$ cat src/rtl/multicycle_controller_if.sv
// Control bus between the multicycle controller and the 8-bit MIPS datapath.
// The controller (master) drives every datapath control plus the state/retire
// observation signals; the datapath (slave) returns op, funct and zero.
interface multicycle_controller_if;
  logic [5:0] op;
  logic [5:0] funct;
  logic       zero;
  logic       pcen;
  logic       iord;
  logic       memwrite;
  logic [3:0] irwrite;
  logic       regdst;
  logic       memtoreg;
  logic       regwrite;
  logic       alusrca;
  logic [1:0] alusrcb;
  logic [2:0] alucont;
  logic [1:0] pcsource;
  logic [3:0] state;
  logic       instr_done;

  modport master (
    input  op, funct, zero,
    output pcen, iord, memwrite, irwrite, regdst, memtoreg, regwrite,
           alusrca, alusrcb, alucont, pcsource, state, instr_done
  );

  modport slave (
    output op, funct, zero,
    input  pcen, iord, memwrite, irwrite, regdst, memtoreg, regwrite,
           alusrca, alusrcb, alucont, pcsource, state, instr_done
  );
endinterface

$ cat src/rtl/multicycle_controller.sv
// Moore control FSM for the 8-bit multicycle MIPS datapath: four byte-wise
// fetch cycles, decode, then lb / sb / R-type / beq / j execution.
// Define MULTICYCLE_ADDI_EN to add the ADDIEX/ADDIWR states and the addi opcode.
// Control outputs are registered alongside the state (loaded with the values of
// the state being entered); only pcen (zero in BEQEX) and alucont (funct in the
// R-type states) carry a combinational input term. Write strobes are gated by
// the asynchronous active-low reset so nothing writes while it is held.
module multicycle_controller (
  input  logic                       clk,
  input  logic                       reset,
  multicycle_controller_if.master    bus
);

  typedef enum logic [3:0] {
    FETCH1  = 4'd0,
    FETCH2  = 4'd1,
    FETCH3  = 4'd2,
    FETCH4  = 4'd3,
    DECODE  = 4'd4,
    MEMADR  = 4'd5,
    LBRD    = 4'd6,
    LBWR    = 4'd7,
    SBWR    = 4'd8,
    RTYPEEX = 4'd9,
    RTYPEWR = 4'd10,
    BEQEX   = 4'd11,
    JEX     = 4'd12,
    ADDIEX  = 4'd13,
    ADDIWR  = 4'd14
  } state_t;

  localparam logic [5:0] OP_LB    = 6'b100000;
  localparam logic [5:0] OP_SB    = 6'b101000;
  localparam logic [5:0] OP_RTYPE = 6'b000000;
  localparam logic [5:0] OP_BEQ   = 6'b000100;
  localparam logic [5:0] OP_J     = 6'b000010;
`ifdef MULTICYCLE_ADDI_EN
  localparam logic [5:0] OP_ADDI  = 6'b001000;
`endif

  localparam logic [2:0] ALU_ADD = 3'b010;
  localparam logic [2:0] ALU_SUB = 3'b110;
  localparam logic [2:0] ALU_AND = 3'b000;
  localparam logic [2:0] ALU_OR  = 3'b001;
  localparam logic [2:0] ALU_SLT = 3'b111;

  // Full control word held in a register next to the state.
  typedef struct packed {
    logic       iord;
    logic       memwrite;
    logic [3:0] irwrite;
    logic       regdst;
    logic       memtoreg;
    logic       regwrite;
    logic       alusrca;
    logic [1:0] alusrcb;
    logic [2:0] alucont;
    logic [1:0] pcsource;
    logic       pcwrite;
    logic       branch;
    logic       instr_done;
  } ctrl_t;

  state_t state_reg;
  ctrl_t  ctrl_reg;
  logic   rtype_state;

  // Successor of state s given the current opcode.
  function automatic state_t next_state(input state_t s, input logic [5:0] op);
    state_t n;
    n = FETCH1;
    case (s)
      FETCH1:  n = FETCH2;
      FETCH2:  n = FETCH3;
      FETCH3:  n = FETCH4;
      FETCH4:  n = DECODE;
      DECODE: begin
        case (op)
          OP_LB, OP_SB: n = MEMADR;
          OP_RTYPE:     n = RTYPEEX;
          OP_BEQ:       n = BEQEX;
          OP_J:         n = JEX;
`ifdef MULTICYCLE_ADDI_EN
          OP_ADDI:      n = ADDIEX;
`endif
          default:      n = FETCH1;
        endcase
      end
      MEMADR:  n = (op == OP_SB) ? SBWR : LBRD;
      LBRD:    n = LBWR;
      RTYPEEX: n = RTYPEWR;
`ifdef MULTICYCLE_ADDI_EN
      ADDIEX:  n = ADDIWR;
`endif
      // Terminal states and unused codes all go back to fetch.
      default: n = FETCH1;
    endcase
    return n;
  endfunction

  // Moore control word for state s; anything not set here stays 0.
  function automatic ctrl_t ctrl_for(input state_t s);
    ctrl_t c;
    c = '0;
    case (s)
      FETCH1, FETCH2, FETCH3, FETCH4: begin
        c.irwrite  = 4'b0001 << s[1:0];
        c.alusrcb  = 2'b01;
        c.alucont  = ALU_ADD;
        c.pcwrite  = 1'b1;
      end
      DECODE: begin
        c.alusrcb  = 2'b11;
        c.alucont  = ALU_ADD;
      end
      MEMADR: begin
        c.alusrca  = 1'b1;
        c.alusrcb  = 2'b10;
        c.alucont  = ALU_ADD;
      end
      LBRD: begin
        c.alusrca  = 1'b1;
        c.alusrcb  = 2'b10;
        c.alucont  = ALU_ADD;
        c.iord     = 1'b1;
      end
      LBWR: begin
        c.alusrca  = 1'b1;
        c.alusrcb  = 2'b10;
        c.alucont  = ALU_ADD;
        c.iord     = 1'b1;
        c.memtoreg = 1'b1;
        c.regwrite = 1'b1;
        c.instr_done = 1'b1;
      end
      SBWR: begin
        c.alusrca  = 1'b1;
        c.alusrcb  = 2'b10;
        c.alucont  = ALU_ADD;
        c.iord     = 1'b1;
        c.memwrite = 1'b1;
        c.instr_done = 1'b1;
      end
      RTYPEEX: begin
        c.alusrca  = 1'b1;
      end
      RTYPEWR: begin
        c.alusrca  = 1'b1;
        c.regdst   = 1'b1;
        c.regwrite = 1'b1;
        c.instr_done = 1'b1;
      end
      BEQEX: begin
        c.alusrca  = 1'b1;
        c.alucont  = ALU_SUB;
        c.pcsource = 2'b01;
        c.branch   = 1'b1;
        c.instr_done = 1'b1;
      end
      JEX: begin
        c.pcsource = 2'b10;
        c.pcwrite  = 1'b1;
        c.instr_done = 1'b1;
      end
`ifdef MULTICYCLE_ADDI_EN
      ADDIEX: begin
        c.alusrca  = 1'b1;
        c.alusrcb  = 2'b10;
        c.alucont  = ALU_ADD;
      end
      ADDIWR: begin
        c.alusrca  = 1'b1;
        c.alusrcb  = 2'b10;
        c.alucont  = ALU_ADD;
        c.regwrite = 1'b1;
        c.instr_done = 1'b1;
      end
`endif
      default: c = '0;
    endcase
    return c;
  endfunction

  // R-type ALU operation from the function field; unknown funct adds.
  function automatic logic [2:0] funct_alu(input logic [5:0] f);
    logic [2:0] a;
    case (f)
      6'b100000: a = ALU_ADD;
      6'b100010: a = ALU_SUB;
      6'b100100: a = ALU_AND;
      6'b100101: a = ALU_OR;
      6'b101010: a = ALU_SLT;
      default:   a = ALU_ADD;
    endcase
    return a;
  endfunction

  // State register and registered control word; reset parks in FETCH1.
  always_ff @(posedge clk or negedge reset) begin
    if (!reset) begin
      state_reg <= FETCH1;
      ctrl_reg  <= ctrl_for(FETCH1);
    end else begin
      state_reg <= next_state(state_reg, bus.op);
      ctrl_reg  <= ctrl_for(next_state(state_reg, bus.op));
    end
  end

  assign rtype_state = (state_reg == RTYPEEX) || (state_reg == RTYPEWR);

  // Write strobes are suppressed for as long as reset is held low.
  assign bus.pcen       = reset & (ctrl_reg.pcwrite | (ctrl_reg.branch & bus.zero));
  assign bus.memwrite   = reset & ctrl_reg.memwrite;
  assign bus.irwrite    = reset ? ctrl_reg.irwrite : 4'b0000;
  assign bus.regwrite   = reset & ctrl_reg.regwrite;
  assign bus.instr_done = reset & ctrl_reg.instr_done;

  assign bus.iord     = ctrl_reg.iord;
  assign bus.regdst   = ctrl_reg.regdst;
  assign bus.memtoreg = ctrl_reg.memtoreg;
  assign bus.alusrca  = ctrl_reg.alusrca;
  assign bus.alusrcb  = ctrl_reg.alusrcb;
  assign bus.alucont  = rtype_state ? funct_alu(bus.funct) : ctrl_reg.alucont;
  assign bus.pcsource = ctrl_reg.pcsource;
  assign bus.state    = state_reg;

endmodule

$ cat src/flat_wrapper.sv
// flat-port wrapper written by rule: the top's interface ports become plain ports
module multicycle_controller_flat 
  (clk, reset, bus_op, bus_funct, bus_zero, bus_pcen, bus_iord, bus_memwrite, bus_irwrite, bus_regdst, bus_memtoreg, bus_regwrite, bus_alusrca, bus_alusrcb, bus_alucont, bus_pcsource, bus_state, bus_instr_done);
  multicycle_controller_if bus_i ();
  input  logic clk;
  input  logic reset;
  input wire logic [$bits(bus_i.op)-1:0] bus_op;
  input wire logic [$bits(bus_i.funct)-1:0] bus_funct;
  input wire logic [$bits(bus_i.zero)-1:0] bus_zero;
  output wire logic [$bits(bus_i.pcen)-1:0] bus_pcen;
  output wire logic [$bits(bus_i.iord)-1:0] bus_iord;
  output wire logic [$bits(bus_i.memwrite)-1:0] bus_memwrite;
  output wire logic [$bits(bus_i.irwrite)-1:0] bus_irwrite;
  output wire logic [$bits(bus_i.regdst)-1:0] bus_regdst;
  output wire logic [$bits(bus_i.memtoreg)-1:0] bus_memtoreg;
  output wire logic [$bits(bus_i.regwrite)-1:0] bus_regwrite;
  output wire logic [$bits(bus_i.alusrca)-1:0] bus_alusrca;
  output wire logic [$bits(bus_i.alusrcb)-1:0] bus_alusrcb;
  output wire logic [$bits(bus_i.alucont)-1:0] bus_alucont;
  output wire logic [$bits(bus_i.pcsource)-1:0] bus_pcsource;
  output wire logic [$bits(bus_i.state)-1:0] bus_state;
  output wire logic [$bits(bus_i.instr_done)-1:0] bus_instr_done;
  assign bus_i.op = bus_op;
  assign bus_i.funct = bus_funct;
  assign bus_i.zero = bus_zero;
  assign bus_pcen = bus_i.pcen;
  assign bus_iord = bus_i.iord;
  assign bus_memwrite = bus_i.memwrite;
  assign bus_irwrite = bus_i.irwrite;
  assign bus_regdst = bus_i.regdst;
  assign bus_memtoreg = bus_i.memtoreg;
  assign bus_regwrite = bus_i.regwrite;
  assign bus_alusrca = bus_i.alusrca;
  assign bus_alusrcb = bus_i.alusrcb;
  assign bus_alucont = bus_i.alucont;
  assign bus_pcsource = bus_i.pcsource;
  assign bus_state = bus_i.state;
  assign bus_instr_done = bus_i.instr_done;
  multicycle_controller u_core (.clk(clk), .reset(reset), .bus(bus_i));
endmodule
$ cat config.mk
export PLATFORM = sky130hd
export DESIGN_NAME = multicycle_controller_flat
export DESIGN_NICKNAME = d
export VERILOG_FILES = /design/src/rtl/multicycle_controller_if.sv /design/src/rtl/multicycle_controller.sv /design/src/flat_wrapper.sv
export SDC_FILE = /design/constraint.sdc
export NUM_CORES = 1
export LEC_CHECK = 0
export ABC_AREA = 1
export CAP_MARGIN = 5
export CORE_MARGIN = 8
export CORE_UTILIZATION = 44
export DETAILED_ROUTE_END_ITERATION = 12
export GPL_TIMING_DRIVEN = 1
export PLACE_DENSITY = 0.81
export SLEW_MARGIN = 40
export SYNTH_ARGS = -nofsm -noshare
export SYNTH_HDL_FRONTEND = slang
export SYNTH_SLANG_ARGS = --single-unit
$ cat constraint.sdc
create_clock -name clk -period 1.54 [get_ports clk]
set_input_delay 0.231 -clock clk [delete_from_list [all_inputs] [get_ports clk]]
set_output_delay 0.231 -clock clk [all_outputs]
set_load 0.03 [all_outputs]
# ---- Word-level counts from Yosys, hierarchy flattened
# Index checks and enable logic that the tools add are counted.
dict set report word_totals {
  reg_bits 24
  input_bits 15
  output_inout_bits 23
  word_cells 81
}
dict set report classes {
  eq_ne 28
  n_shift 1
  muxes 19
  n_bitwise 6
  reduce_logical 13
}
# cell n
set ops {}
lappend ops {{6-bit == test, second input constant} 6}
lappend ops {{4-bit case mux with 8 select lines} 1}
lappend ops {{4-bit by 3-bit == test with 1-bit output, second input constant} 7}
lappend ops {{4-bit == test, second input constant} 7}
lappend ops {{4-bit by 2-bit == test with 1-bit output, second input constant} 4}
lappend ops {{4-bit case mux with 4 select lines} 1}
lappend ops {{4-bit 2-to-1 mux} 3}
lappend ops {{3-bit case mux with 4 select lines} 1}
lappend ops {{5-bit OR reduction} 2}
lappend ops {{1-bit 2-to-1 mux} 9}
lappend ops {{9-bit OR reduction} 1}
lappend ops {{4-bit by 1-bit == test with 1-bit output, second input constant} 2}
lappend ops {{4-bit logical NOT} 2}
lappend ops {{4-bit OR reduction} 2}
lappend ops {{7-bit OR reduction} 1}
lappend ops {{6-bit by 2-bit == test with 1-bit output, second input constant} 1}
lappend ops {{6-bit by 3-bit == test with 1-bit output, second input constant} 1}
lappend ops {{6-bit logical NOT} 1}
lappend ops {{2-bit case mux with 3 select lines} 1}
lappend ops {{3-bit case mux with 2 select lines} 1}
lappend ops {{1-bit AND} 5}
lappend ops {{2-bit case mux with 2 select lines} 1}
lappend ops {{2-bit OR reduction} 2}
lappend ops {{1-bit by 2-bit << shifter with 4-bit output, first input constant} 1}
lappend ops {{other kinds (4)} 4}

# ---- Logic depth before layout (Yosys ltp)
dict set report depth {
  word_depth 7
  depth_mapped 9
  depth_no_buf 9
}

# ---- Worst setup path before layout
# No wires, ideal clock.
dict set report synth_timing {
  path_kind {register to output}
  startpoint {register u_core.state_reg[1], in the netlist u_core.bus.state[1]}
  endpoint {output bus_alucont[0]}
  arrival_ns 1.813
  required_time_ns 1.309
  slack_ns -0.504
  path_stages_with_launch 7
  n_path_buf 0
  path_cell_list {dfrtp_1 inv_1 nor2_1 o21ai_0 inv_1 nand2_1 o21ai_0}
}
dict set report synth_via {
  elab_chain_len 3
  elab_cells_between_ends 4
  classes_between {2 x eq/ne; 1 x mux; 1 x reduce/logical}
}
# element line
set synth_rtl {}
lappend synth_rtl {{start: declaration} multicycle_controller.sv:64} ;# state_t state_reg;
lappend synth_rtl {{start signal: assignment} multicycle_controller.sv:204} ;# state_reg <= next_state(state_reg, bus.op);
lappend synth_rtl {{4-bit == test} multicycle_controller.sv:209} ;# assign rtype_state = (state_reg == RTYPEEX) || (state_reg == RTYPEWR);
lappend synth_rtl {{1-bit logical OR (*)} multicycle_controller.sv:209}
lappend synth_rtl {{3-bit 2-to-1 mux (*)} multicycle_controller.sv:223} ;# assign bus.alucont = rtype_state ? funct_alu(bus.funct) : ctrl_reg.alucont;
lappend synth_rtl {{end: declaration} flat_wrapper.sv:19} ;# output wire logic [$bits(bus_i.alucont)-1:0] bus_alucont;
# Mark *: on every way between the ends. The rest lies on a longest branch, timed or not.

# ---- Worst setup path in the final report
dict set report layout_timing {
  startpoint {register u_core.state_reg[2], in the netlist u_core.bus.state[2]}
  endpoint {output bus_alucont[1]}
}
# The elaborated chain is that of the path after synthesis.

==> metrics.md <==
| Metric | Value |
|---|---|
| Unrepaired setup endpoints after global routing | `true` |
| Max clock buf depth | `2` |
| Max-cap violations | `0` |
| Cell Rows | `18` |
| Initial core utilization | `0.4507` |
| Overall die area | `approximately 4300 µm²` |
| Total power consumption of the routed design | `2.332 mW` |
| Dpl hpwl | `2.075 mm` |
| Sum Neg Setup Slack | `-0.4068 ns` |
| Maximum fanout count along the critical path | `6` |
| Fin Clk Skew | `0.001086 ns` |
| TritonCTS Sinks | `21` |
| Max reg flops | `9` |
| Violated checks | `negative setup slack` |
| Root buffer cell | `clkbuf_4` |
| Mapped Avg Cell Area | `around 7.6 µm²` |
| Nets | `just over 200` |
| Pin slew with the least headroom to its limit | `0.3338 ns` |
| Type of the tightest min-delay check | `register to register` |
| Maximum number of pins on one net before global-route repair | `22` |
| H-tree Lvls | `1` |
| Placed Cells incl. Taps | `210` |
| R2R cell count | `9` |
| Number of standard cells in the layout, taps in and fillers out | `approximately 220` |
| Number of distinct library cell variants in the gate-level netlist after synthesis | `22` |
| Setup slack after layout | `-0.1421 ns` |
| Residual overflow from global routing | `0` |
| DRC viols | `0` |
| Reg-to-reg startpoint | `u_core.bus.state[0]` |
| Clock tree from TritonCTS | `built` |
| Total detailed-routing wirelength | `approximately 2.7 mm` |
| Die Ht | `between 60 and 70 µm` |
| Final period util | `1.092` |
| Portion of the post-synthesis area used by sequential elements | `0.4930` |
| Count of port buffers added during placement | `37` |
| Share of layout cells above drive strength 1 | `0.2804` |
| Final Hold Violating Endpoints | `0` |
| Worst Path Arrival | `~1.5 ns` |
| Remaining max-slew budget at the tightest pin | `0.7771` |
| Total iterations of the first detailed-routing run | `4` |
| Synthesized netlist net count | `157` |
| Reg2reg end | `u_core.bus.alusrca` |
| Gate count after technology mapping | `between 100 and 150` |
| Insertion delay to the later sink of the worst-skew pair | `0.29 ns` |
| Post-route minimum period | `around 1.7 ns` |
| Required time reported for the critical path endpoint | `~1.3 ns` |
| Maximum operating frequency | `a little under 600 MHz` |
| Antenna violations before repair | `0` |
| Setup slack, reg-to-reg | `around 0.05 ns` |
| Cell area after technology mapping | `approximately 1100 µm²` |
| Clock slew at reported path FFs | `0.11 ns` |
| Status | `finished with violations` |
| RD Place Congestion | `around 0.87` |
| Worst min-delay path startpoint | `u_core.bus.state[3]` |
| Aggregate global-route resource usage | `0.1334` |
| Core Area | `approximately 2400 µm²` |
| Area growth from synthesis to final layout | `47.56%` |
| Ant diodes | `0` |
| Horizontal die dimension | `roughly 65 µm` |
| Yosys warnings | `0` |
| Filler cell count | `199` |
| Critical path startpoint category | `register` |
| Vias after detailed routing | `roughly 1000` |
| Boundary Pins | `38` |
| Hold path endpoint | `u_core.ctrl_reg[15]` |
| Max Transition Viols Final | `0` |
| Routed via count divided by cell count | `4.603` |
| Power per standard cell area | `roughly 1500 nW/µm²` |
| Critical Setup Path Class | `register to primary output` |
| Endpoint type of the worst setup path | `primary output` |
| Wire length of the first global-routing pass | `4.588 mm` |
| Worst ir drop on vdd | `~900 µV` |
| Total of flip-flops plus latches after synthesis | `21` |
| DRT antenna net count | `0` |
| Number of cells on the worst hold path | `1` |
| Cell leakage power | `roughly 1.0 nW` |
| Wirelength per Cell | `approximately 12 µm` |
| Number of buffers created by CTS | `3` |
| Vias in the first global route | `between 1000 and 1500` |
| DRC marker count from the first detailed-route iteration | `35` |
| Final setup violation count | `3` |
-- report_power, final --
group          switching (mW)  internal, mW  total [mW]
Clock                   0.156         0.101       0.257
Sequential             0.0979         0.731       0.829
Combinational           0.758         0.487        1.24
Total                    1.01          1.32        2.33
-- synth_stat cells --
cell type / number / area, µm²
and2_4: 1 / 8.760
inv_1: 31 / 116.4
clkbuf_1: 1 / 3.750
buf_4: 4 / 30.03
inv_2: 2 / 7.510
nand3_1: 6 / 30.03
nand3_2: 2 / 20.02
nor3_1: 2 / 10.01
nand2_2: 3 / 18.77
nor2_1: 19 / 71.32
nor2_2: 1 / 6.260
dfrtp_1: 17 / 425.4
a21oi_1: 2 / 10.01
nand3_4: 1 / 17.52
nor2_4: 1 / 11.26
nand3b_1: 1 / 7.510
dfstp_2: 4 / 105.1
nand2_1: 37 / 138.9
nor4_1: 1 / 6.260
and2_1: 1 / 6.260
o21ai_0: 4 / 20.02
o21ai_1: 1 / 5.000
-- how the worst max path moves through the flow --
stage                           to                start  slack, ns
floorplan           bus_alucont[0]  u_core.bus.state[1]      0.007
global placement    bus_alucont[0]         bus_funct[2]      -0.04
detailed placement  bus_alucont[0]         bus_funct[3]      -0.09
CTS                 bus_alucont[1]  u_core.bus.state[1]      -0.14
global route        bus_alucont[2]  u_core.bus.state[0]      -0.22
finish              bus_alucont[1]  u_core.bus.state[2]      -0.14
-- cell families after synthesis --
kind of cell / share of synthesized area
AND/OR/NAND/NOR: 0.3279
buffers and inverters: 0.1465
flip-flops: 0.4930
AO/OA/AOI/OAI: 0.03255
-- stage by stage --
step                hold slack (ns)  instance area, µm²  setup slack [ns]    util
floorplan                  -0.06459                1087          0.007455       -
global placement             0.4877                1479          -0.04374  0.6195
detailed placement           0.4887                1479          -0.09189  0.6195
CTS                          0.5006                1530           -0.1430  0.6410
global route                 0.5227                1588           -0.2201  0.6651
finish                       0.5042                1588           -0.1421  0.6651
-- placed cells by master (no fill, tap or decap) --
| cell type | Yosys | final |
|---|---|---|
| nand3b_1 | 1 | 1 |
| dlymetal6s2s_1 | 0 | 5 |
| o21ai_1 | 1 | 2 |
| nand3_4 | 1 | 1 |
| buf_6 | 0 | 1 |
| clkbuf_1 | 1 | 1 |
| a21oi_1 | 2 | 2 |
| nor2_2 | 1 | 1 |
| nand3_1 | 6 | 6 |
| nand2_1 | 37 | 36 |
| clkbuf_4 | 0 | 3 |
| dfrtp_2 | 0 | 3 |
| o21ai_2 | 0 | 2 |
| clkdlybuf4s50_1 | 0 | 14 |
| nor2_4 | 1 | 4 |
| inv_2 | 2 | 3 |
| and2_4 | 1 | 1 |
| dfrtp_1 | 17 | 14 |
| clkbuf_2 | 0 | 1 |
| buf_4 | 4 | 21 |
| nand3_2 | 2 | 2 |
| and2_1 | 1 | 1 |
| nor3_2 | 0 | 1 |
| inv_1 | 31 | 30 |
| nor2_1 | 19 | 16 |
| nand2_2 | 3 | 4 |
| nor3_1 | 2 | 1 |
| o21ai_4 | 0 | 1 |
| dlygate4sd2_1 | 0 | 6 |
| dfstp_2 | 4 | 4 |
| nor4_1 | 1 | 1 |
-- area by class of cell --
type	count	area, µm²	share of cell area
tap	30	37.54	0.02364
timing repair buffer	48	429.2	0.2703
clock buffer	4	26.28	0.01655
multi-input combinational	83	436.7	0.2750
inverter	33	123.9	0.07801
sequential	21	534.3	0.3365
-- critical path, cell delays in order, from the launching register on --
cell     delay (ns)
dfrtp_1        0.49
nor2_4         0.18
o21ai_4        0.09
buf_4          0.14
o21ai_2        0.12
buf_6          0.15
-- metal layers --
metal | vias up | GRT usage | wire, µm
li1 | 506 | - | -
met3 | 6 | 0.03401 | 185
met5 | - | 0 | 0
met2 | 37 | 0.2595 | 1429
met4 | 0 | 0.06267 | 59
met1 | 459 | 0.1256 | 1035
-- what timing repair did --
item	CTS	global route
hold buffers	0	0
endpoints found under the setup margin	10	10
endpoints found under the hold margin	0	0
pin swaps	1	0
buffers inserted	3	2
resized for setup	11	16
cloned	0	0
Power figures use the tool's default switching activity.
